**config.mk**
```make
export PLATFORM = sky130hd
export DESIGN_NAME = cdb_arbiter_flat
export DESIGN_NICKNAME = d
export VERILOG_FILES = /design/src/rtl/cdb_arbiter_pkg.sv /design/src/rtl/cdb_arbiter_if.sv /design/src/rtl/rr_priority_picker.sv /design/src/rtl/cdb_arbiter.sv /design/src/flat_wrapper.sv
export SDC_FILE = /design/constraint.sdc
export NUM_CORES = 1
export LEC_CHECK = 0
export BUFFER_PORTS_ARGS = -buffer_cell sky130_fd_sc_hd__buf_2
export CAP_MARGIN = 40
export CORE_MARGIN = 2
export CORE_UTILIZATION = 39
export CTS_CLUSTER_DIAMETER = 150
export CTS_CLUSTER_SIZE = 24
export DETAILED_ROUTE_END_ITERATION = 16
export HOLD_SLACK_MARGIN = 0.03
export PLACE_DENSITY_LB_ADDON = 0.08
export SLEW_MARGIN = 20
export SYNTH_ARGS = -nofsm -noshare
export SYNTH_HDL_FRONTEND = slang
export SYNTH_SLANG_ARGS = --single-unit
```
**constraint.sdc**
```tcl
create_clock -name clk -period 2.9 [get_ports clk]
set_clock_uncertainty 0.15 [all_clocks]
set_input_delay 0.58 -clock clk [delete_from_list [all_inputs] [get_ports clk]]
set_output_delay 0.58 -clock clk [all_outputs]
set_load 0.05 [all_outputs]
```
**src/rtl/cdb_arbiter_pkg.sv**
```systemverilog
// Shared CDB types and constants for the completion-bus arbiter and its users.
`ifndef ROB_TAG_LEN
`define ROB_TAG_LEN 6
`endif
`ifndef CDB_NUM_REQ
`define CDB_NUM_REQ 3
`endif

package cdb_arbiter_pkg;

  localparam int unsigned RobTagLen = `ROB_TAG_LEN;
  localparam int unsigned CdbNumReq = `CDB_NUM_REQ;

  localparam int unsigned FU_ALU  = 0;
  localparam int unsigned FU_MULT = 1;
  localparam int unsigned FU_LSU  = 2;

  typedef struct packed {
    logic                 valid;
    logic [RobTagLen-1:0] rob_tag;
    logic [31:0]          value;
  } CDB_DATA;

endpackage

```
**src/rtl/cdb_arbiter_if.sv**
```systemverilog
// Functional-unit completion handshake plus the broadcast CDB.
interface cdb_arbiter_if
  import cdb_arbiter_pkg::*;
#(
  parameter int unsigned NUM_REQ = CdbNumReq
);
  logic [NUM_REQ-1:0]                fu_valid;
  logic [NUM_REQ-1:0][RobTagLen-1:0] fu_tag;
  logic [NUM_REQ-1:0][31:0]          fu_value;
  logic [NUM_REQ-1:0]                fu_grant;
  logic [NUM_REQ-1:0]                fu_stall;
  CDB_DATA                           cdb;

  // Arbiter side.
  modport master (
    input  fu_valid, fu_tag, fu_value,
    output fu_grant, fu_stall, cdb
  );

  // Functional-unit / consumer side.
  modport slave (
    output fu_valid, fu_tag, fu_value,
    input  fu_grant, fu_stall, cdb
  );
endinterface

```
**src/rtl/rr_priority_picker.sv**
```systemverilog
// Combinational round-robin picker: first requester at or after rr_ptr_i, modulo NUM_REQ.
module rr_priority_picker #(
  parameter int unsigned NUM_REQ = 3,
  localparam int unsigned PtrW   = $clog2(NUM_REQ)
) (
  input  logic [NUM_REQ-1:0] req_i,
  input  logic [PtrW-1:0]    rr_ptr_i,
  output logic [NUM_REQ-1:0] grant_o,
  output logic [PtrW-1:0]    idx_o,
  output logic               valid_o
);

  logic [PtrW-1:0] cand;

  always_comb begin
    grant_o = '0;
    idx_o   = '0;
    valid_o = 1'b0;
    cand    = '0;
    for (int unsigned k = 0; k < NUM_REQ; k++) begin
      cand = PtrW'((32'(rr_ptr_i) + k) % NUM_REQ);
      if (!valid_o && req_i[cand]) begin
        grant_o[cand] = 1'b1;
        idx_o         = cand;
        valid_o       = 1'b1;
      end
    end
  end

endmodule

```
**src/rtl/cdb_arbiter.sv**
```systemverilog
// Round-robin arbiter sharing the single registered CDB among completing functional units.
module cdb_arbiter
  import cdb_arbiter_pkg::*;
#(
  parameter int unsigned NUM_REQ = CdbNumReq
) (
  input logic           clk,
  input logic           reset,
  input logic           flush,
  cdb_arbiter_if.master bus
);

  localparam int unsigned PtrW = $clog2(NUM_REQ);

  logic [PtrW-1:0]    rr_ptr_q, rr_ptr_d;
  logic [PtrW-1:0]    win_idx;
  logic [NUM_REQ-1:0] pick_grant;
  logic               pick_valid;
  logic               grant_valid;
  CDB_DATA            cdb_q, cdb_d;

  rr_priority_picker #(
    .NUM_REQ(NUM_REQ)
  ) u_picker (
    .req_i   (bus.fu_valid),
    .rr_ptr_i(rr_ptr_q),
    .grant_o (pick_grant),
    .idx_o   (win_idx),
    .valid_o (pick_valid)
  );

  // Flush suppresses the grant, so the losing units simply keep stalling.
  assign grant_valid  = pick_valid & ~flush;
  assign bus.fu_grant = grant_valid ? pick_grant : '0;
  assign bus.fu_stall = bus.fu_valid & ~bus.fu_grant;
  assign bus.cdb      = cdb_q;

  always_comb begin
    cdb_d       = cdb_q;
    cdb_d.valid = 1'b0;
    rr_ptr_d    = rr_ptr_q;
    if (grant_valid) begin
      cdb_d.valid   = 1'b1;
      cdb_d.rob_tag = bus.fu_tag[win_idx];
      cdb_d.value   = bus.fu_value[win_idx];
      rr_ptr_d      = (win_idx == PtrW'(NUM_REQ - 1)) ? '0 : win_idx + 1'b1;
    end
  end

  always_ff @(posedge clk) begin
    if (reset) begin
      cdb_q    <= '0;
      rr_ptr_q <= '0;
    end else begin
      cdb_q    <= cdb_d;
      rr_ptr_q <= rr_ptr_d;
    end
  end

endmodule

```
**src/flat_wrapper.sv**
```systemverilog
// flat-port wrapper written by rule: the top's interface ports become plain ports
module cdb_arbiter_flat import cdb_arbiter_pkg::*;
#(
  parameter int unsigned NUM_REQ = CdbNumReq
)
  (clk, reset, flush, bus_fu_valid, bus_fu_tag, bus_fu_value, bus_fu_grant, bus_fu_stall, bus_cdb);
  cdb_arbiter_if #(.NUM_REQ(NUM_REQ)) bus_i ();
  input logic clk;
  input logic reset;
  input logic flush;
  input wire logic [$bits(bus_i.fu_valid)-1:0] bus_fu_valid;
  input wire logic [$bits(bus_i.fu_tag)-1:0] bus_fu_tag;
  input wire logic [$bits(bus_i.fu_value)-1:0] bus_fu_value;
  output wire logic [$bits(bus_i.fu_grant)-1:0] bus_fu_grant;
  output wire logic [$bits(bus_i.fu_stall)-1:0] bus_fu_stall;
  output wire logic [$bits(bus_i.cdb)-1:0] bus_cdb;
  assign bus_i.fu_valid = bus_fu_valid;
  assign bus_i.fu_tag = bus_fu_tag;
  assign bus_i.fu_value = bus_fu_value;
  assign bus_fu_grant = bus_i.fu_grant;
  assign bus_fu_stall = bus_i.fu_stall;
  assign bus_cdb = bus_i.cdb;
  cdb_arbiter #(.NUM_REQ(NUM_REQ)) u_core (.clk(clk), .reset(reset), .flush(flush), .bus(bus_i));
endmodule
```
### Word-level counts from Yosys, hierarchy flattened

Cells that the tools add are included.

* flip-flop bits (word level): 41
* bits of input ports: 120

* add/sub/neg operators: 3
* divide/modulo/power cells: 3
* order comparisons: 7
* equality and inequality tests: 1
* mux-type cells: 28
* bitwise gates (word level): 6
* reductions and logical operators: 7

Operator list (count)
* 32-bit binary-select mux with 2-bit select: 1
* 32-bit by 2-bit remainder unit with 32-bit output (second input constant): 2
* 39-bit two-way mux: 1
* 2-bit by 2-bit remainder unit with 32-bit output (second input constant): 1
* 32-bit two-way mux: 1
* 6-bit binary-select mux with 2-bit select: 1
* 2-bit by 3-bit < comparator with 1-bit output (second input constant): 4
* 3-bit two-way mux: 4
* 1-bit two-way mux: 9
* 2-bit two-way mux: 4
* 1-bit binary-select mux with 2-bit select: 3
* 1-bit demux with 2-bit select: 3
* 2-bit by 1-bit >= comparator with 1-bit output (second input constant): 3
* 6-bit two-way mux: 1
* 3-bit OR: 2
* 1-bit logical AND: 5
* 2-bit by 1-bit adder with 3-bit output (second input constant): 1
* 2-bit by 2-bit adder with 3-bit output (second input constant): 1
* 3-bit AND: 1
* 3-bit inverter: 1
* 2-bit by 1-bit adder with 2-bit output (second input constant): 1
* 2-bit == test (second input constant): 1
* 1-bit logical NOT: 2
* 1-bit AND: 1
* 1-bit inverter: 1

### Depth between registers and ports, before layout

* word-level depth: 14
* depth in mapped cells: 11
* mapped depth without buffers: 8

### By module

A second synthesis with hierarchy kept.

* cells, all modules: 278
* area total of the unflattened synthesis: 2508.7 sq um

Modules (own cells, without submodules)
* cdb_arbiter: instances 1, cells an instance 225, area an instance 2160.8 sq um, seq. area each 820.8 sq um
* rr_priority_picker: instances 1, cells an instance 53, area an instance 347.8 sq um, seq. area each 0.0 sq um

### Worst setup path after synthesis

Ideal clock, no wire load.

* path type: register to output
* start: reg u_core.rr_ptr_q[0]
* end: out bus_fu_stall[2]
* arrival time: 3.248 ns
* setup slack: -1.078 ns
* stages on the path, launching flop included: 10
* cell sequence: dfxtp_1 -> inv_1 -> ha_1 -> nand2_1 -> nand2_1 -> a31o_1 -> a31o_2 -> buf_2 -> a211oi_1 -> nor2b_1

* longest elaborated chain between the ends: 14
* elaborated cells between the ends (all ways): 42

Ends and longest elaborated chain
* start, declared: RTL line cdb_arbiter.sv:15 `logic [PtrW-1:0] rr_ptr_q, rr_ptr_d;`
* start signal, assigned: RTL line cdb_arbiter.sv:56 `rr_ptr_q <= rr_ptr_d;`
* parallel branches: the longest is 11 deep, another holds 32-bit by 2-bit remainder unit with 32-bit output
* 3-bit two-way mux (*): RTL line cdb_arbiter.sv:34 `assign bus.fu_grant = grant_valid ? pick_grant : '0;`
* named net bus_fu_grant[2]: RTL line flat_wrapper.sv:14 `output wire logic [$bits(bus_i.fu_grant)-1:0] bus_fu_grant;`
* 3-bit inverter (*): RTL line cdb_arbiter.sv:35 `assign bus.fu_stall = bus.fu_valid & ~bus.fu_grant;`
* 3-bit AND (*): RTL line cdb_arbiter.sv:35
* end, declared: RTL line flat_wrapper.sv:15 `output wire logic [$bits(bus_i.fu_stall)-1:0] bus_fu_stall;`

Mark *: on every way through the listed nets, which the timed path passes. The select of a mux whose other input is x is not followed.

### Worst setup path in the final report

* start: reg u_core.rr_ptr_q[1]
* end: out bus_fu_stall[2]

* longest elaborated chain between the ends: 14
* elaborated cells between the ends (all ways): 42

Ends and longest elaborated chain (RTL line)
* parallel branches: the longest is 11 deep, another holds 32-bit by 2-bit remainder unit with 32-bit output
* 3-bit two-way mux (*): cdb_arbiter.sv:34
* 3-bit inverter (*): cdb_arbiter.sv:35
* 3-bit AND (*): cdb_arbiter.sv:35

Mark *: on every way between the ends. The select of a mux whose other input is x is not followed.

==> reports/qor.log <==
INFO  clock_tree     cts_hold_buf=0
INFO  placement      placement.io_buffers=164
INFO  yosys          post_synth_xor_area_fraction=0%
INFO  job            max_cap_violations=0
INFO  pwr            p_leak=1.71nW
INFO  pwr            share_comb_of_total_power=68.7%
INFO  clock_tree     num_clock_sinks=41
INFO  route          routedWlPerCell=16.2um
INFO  yosys          synth_top_family_by_area=compound AO/OA/AOI/OAI gates
INFO  yosys          synthDistinctLibCells=38
INFO  pwr            power.share.clock=9.9%
INFO  clock_tree     postCtsSetupBuffers=0
INFO  route          first_pass_iters=4
INFO  clock_tree     largest_buffer_count_on_any_clock_path=2
INFO  worst_hold_path min-delay-path-class=reg -> reg
INFO  cells_and_area finish.net_count=558
INFO  yosys          syn_inst=280
INFO  yosys          synth-compound-area-share=40.9%
INFO  global_routing globalRouteMet1Util=28.4%
INFO  timing         finalSetupViolations=0
INFO  clock_tree     tritoncts=yes
INFO  critical_path  path_class=reg -> out
INFO  global_routing grt_first_pass_wirelength=12,900um
INFO  clock_tree     cts.htree.levels=2
INFO  floorplanning  num_rows=30
INFO  route          drtIter0Drc=78
INFO  timing         achievable-frequency=0.357GHz
INFO  clock_tree     tritoncts.num_buffers=5
INFO  route          total_number_of_vias=2,829
INFO  critical_path  worst-endpoint-required=2.17ns
INFO  pwr            power_per_cell_area=1070nW/um^2
INFO  clock_tree     clock_latency=0.28ns
INFO  critical_path  arrival=2.07ns
INFO  yosys          ys_ff_latch=41
INFO  placement      place.detailed.hpwl=6010um
INFO  pwr            power.share.sequential=21.5%
INFO  floorplanning  start_util=39.6%
INFO  floorplanning  fp.dieArea=7460um^2
INFO  route          postRouteWirelength=8330um
INFO  cells_and_area antenna-diode-count=0
INFO  timing         timing_worst_slew_pin_value=0.635ns
INFO  yosys          synth_mux_area_share=0.757%
INFO  floorplanning  ios=165
INFO  yosys          ys_async_rst_share=0%
INFO  critical_path  cp_max_fo=7
INFO  placement      dpl-instance-area=3540um^2
INFO  timing         hold_slack=0.350ns
INFO  timing         post-route-period-util=96.5%
INFO  timing         rsz0062_at_grt=no
INFO  timing         final.min_clock_period=2.80ns
INFO  pwr            reported_net_switching_power=0.00217W
INFO  yosys          syn-mean-instance-area=9.45um^2
INFO  clock_tree     clkSlewWorstSetupHoldPaths=0.08ns
INFO  floorplanning  floorplan.die.width=86.4um
INFO  floorplanning  coreArea=6680um^2
INFO  cells_and_area layout-drive-gt1-share=57.9%
INFO  timing         max_transition_margin=57.5%
INFO  timing         final_slew_viol_count=0
INFO  route          detail_route.vias_per_cell=5.49
INFO  global_routing first_global_vias=2,654
INFO  pwr            switching_share=54.1%
INFO  status         outcome=finished clean
INFO  critical_path  worst_setup_path_start_kind=flop
INFO  pwr            power.internal=0.00184W
INFO  global_routing gr-usage-all-layers=21.5%
INFO  route          drt.antenna.violating_nets=0
INFO  global_routing grt_antenna_before_repair=0
INFO  floorplanning  die_height=86.4um
INFO  yosys          synth_sequential_area_ratio=31.0%
INFO  global_routing largest_net_degree_at_the_start_of_global_routing=46
INFO  yosys          synth-edff-count=0
INFO  yosys          synth_nets=404
INFO  critical_path  crit_path_end_kind=primary output
INFO  cells_and_area area_growth=41.9%
INFO  pwr            peakVddDrop=0.442mV
INFO  route          post-route-drc-count=0
INFO  yosys          syn_area=2650um^2
INFO  global_routing gr-usage-met2=36.2%
INFO  clock_tree     ctsRootBufferMaster=sky130_fd_sc_hd__clkbuf_8
INFO  cells_and_area final_std_cell_area_no_fill=3750um^2
INFO  placement      finalWeightedCongestion=0.866
INFO  global_routing grt_busiest_layer=met2
INFO  yosys          simple_gate_share_of_the_synthesized_area=18.3%
INFO  global_routing met3_routing_resource_usage_after_global_routing=5.24%
INFO  timing         report.final.hold_viol_count=0
INFO  global_routing grt_remaining_overflow=0
INFO  yosys          adder_cell_area_share_of_the_yosys_netlist=1.89%
INFO  yosys          synth_top_flop_cell=sky130_fd_sc_hd__dfxtp_1
INFO  yosys          ys.warnings.count=0
==> Yosys cell counts, types with 2 or more instances <==
master | instances | area [um^2]
sky130_fd_sc_hd__nand3_1 | 23 | 115
sky130_fd_sc_hd__nor2_1 | 45 | 169
sky130_fd_sc_hd__a221oi_2 | 20 | 300
sky130_fd_sc_hd__clkbuf_1 | 10 | 37.5
sky130_fd_sc_hd__o21ai_2 | 2 | 17.5
sky130_fd_sc_hd__buf_6 | 5 | 56.3
sky130_fd_sc_hd__nand2_1 | 7 | 26.3
sky130_fd_sc_hd__nor2b_1 | 3 | 18.8
sky130_fd_sc_hd__inv_1 | 4 | 15.0
sky130_fd_sc_hd__a211oi_2 | 20 | 250
sky130_fd_sc_hd__ha_1 | 4 | 50.1
sky130_fd_sc_hd__o32ai_1 | 16 | 140
sky130_fd_sc_hd__dfxtp_1 | 41 | 821
sky130_fd_sc_hd__a211oi_1 | 4 | 30.0
sky130_fd_sc_hd__buf_2 | 13 | 65.1
sky130_fd_sc_hd__mux2i_1 | 2 | 20.0
sky130_fd_sc_hd__a21oi_1 | 3 | 15.0
sky130_fd_sc_hd__nand2b_1 | 17 | 106
sky130_fd_sc_hd__a221oi_1 | 18 | 158
sky130_fd_sc_hd__buf_4 | 2 | 15.0
sky130_fd_sc_hd__o21ai_0 | 2 | 10.0
sky130_fd_sc_hd__o211a_1 | 3 | 30.0
==> cells in the final DEF, fill, tap and decap left out, types with 2 or more instances in the layout <==
cell type / count
sky130_fd_sc_hd__a211oi_1: 3
sky130_fd_sc_hd__a211oi_2: 20
sky130_fd_sc_hd__a21oi_1: 2
sky130_fd_sc_hd__a21oi_2: 2
sky130_fd_sc_hd__a221oi_1: 18
sky130_fd_sc_hd__a221oi_2: 20
sky130_fd_sc_hd__buf_12: 2
sky130_fd_sc_hd__buf_2: 161
sky130_fd_sc_hd__buf_4: 14
sky130_fd_sc_hd__clkbuf_8: 6
sky130_fd_sc_hd__dfxtp_1: 39
sky130_fd_sc_hd__dfxtp_4: 2
sky130_fd_sc_hd__ha_4: 4
sky130_fd_sc_hd__inv_1: 2
sky130_fd_sc_hd__inv_2: 2
sky130_fd_sc_hd__nand2_1: 6
sky130_fd_sc_hd__nand2_2: 2
sky130_fd_sc_hd__nand2b_1: 17
sky130_fd_sc_hd__nand3_1: 23
sky130_fd_sc_hd__nor2_1: 43
sky130_fd_sc_hd__nor2_2: 2
sky130_fd_sc_hd__nor2b_1: 3
sky130_fd_sc_hd__o211a_1: 3
sky130_fd_sc_hd__o21ai_2: 2
sky130_fd_sc_hd__o32ai_1: 16
==> state kept, by name (all words and copies together) (netlist names) <==
name / cells
u_core.rr_ptr_q: 2
u_core.bus.cdb: 39
==> critical path, cell delays in order, from the launching register on <==
cell and delay, ns:
sky130_fd_sc_hd__dfxtp_4 0.37, sky130_fd_sc_hd__inv_2 0.10, sky130_fd_sc_hd__ha_4 0.18, sky130_fd_sc_hd__mux2i_1 0.22, sky130_fd_sc_hd__o21a_4 0.21, sky130_fd_sc_hd__o21ai_2 0.13, sky130_fd_sc_hd__a211oi_4 0.29, sky130_fd_sc_hd__nor2b_1 0.08
sky130_fd_sc_hd__buf_4 0.19
==> layer usage <==
layer | vias up | share of wire, % | routed length, um
li1 | 1396 | - | -
met1 | 1312 | 44 | 3690
met2 | 119 | 48 | 4020
met3 | 2 | 7.1 | 589
met4 | 0 | 0.38 | 32
met5 | - | 0 | 0
==> repair_timing <==
| action | CTS | global route |
|---|---|---|
| pin swaps | 0 | 2 |
| setup endpoints to repair | 6 | 23 |
| gates resized for setup | 14 | 11 |
==> power groups by stage <==
stage / registers (W) / logic (W) / clock network (W)
2_1_floorplan: 0.00149 / 0.00145 / 0
3_3_place_gp: 0.000859 / 0.00265 / 0
3_5_place_dp: 0.000860 / 0.00268 / 0
4_1_cts: 0.000854 / 0.00272 / 0.000414
5_1_grt: 0.000885 / 0.00294 / 0.000440
6_report: 0.000860 / 0.00275 / 0.000395
==> worst paths after layout <==
kind	startpoint	to	slack, ns	depth (start not counted)
worst max-delay path	u_core.rr_ptr_q[1]$_SDFFE_PP0P_	bus_fu_stall[2]	0.10	8
worst max register to register	u_core.rr_ptr_q[1]$_SDFFE_PP0P_	u_core.bus.cdb[32]$_SDFFE_PP0P_	0.16	9
worst min-delay path	u_core.bus.cdb[6]$_SDFFE_PP0P_	u_core.bus.cdb[6]$_SDFFE_PP0P_	0.35	2
worst min register to register	u_core.bus.cdb[6]$_SDFFE_PP0P_	u_core.bus.cdb[6]$_SDFFE_PP0P_	0.35	2
==> area by class of cell <==
| cell class | instances | area (um^2) |
|---|---|---|
| sequential | 41 | 828 |
| clock inverter | 2 | 13.8 |
| multi-input combinational | 205 | 1760 |
| timing repair buffer | 177 | 951 |
| clock buffer | 6 | 82.6 |
| tap | 80 | 100 |
| inverter | 4 | 15.0 |
| fill | 632 | 2930 |
==> logic make-up (layout without fill, tap and decap cells) <==
group                      Yosys count  in the layout
buffers and inverters               34            189
adders and majority gates            4              4
muxes                                2              2
AOI/OAI and AO/OA                  100            100
and+or+nand+nor                     99             99
DFF                                 41             41
==> metrics by stage <==
step	utilization, %	TNS, ns	std cells	worst slack [ns]	total power (W)
2_1_floorplan	-	-0.332	280	-0.171	0.00294
3_3_place_gp	52.9	0	506	0.103	0.00351
3_5_place_dp	52.9	0	506	0.0653	0.00354
4_1_cts	55.1	-0.0272	514	-0.0272	0.00399
5_1_grt	56.2	0	515	0.000795	0.00427
6_report	56.2	0	515	0.101	0.00401
Power figures use the tool's default switching activity.
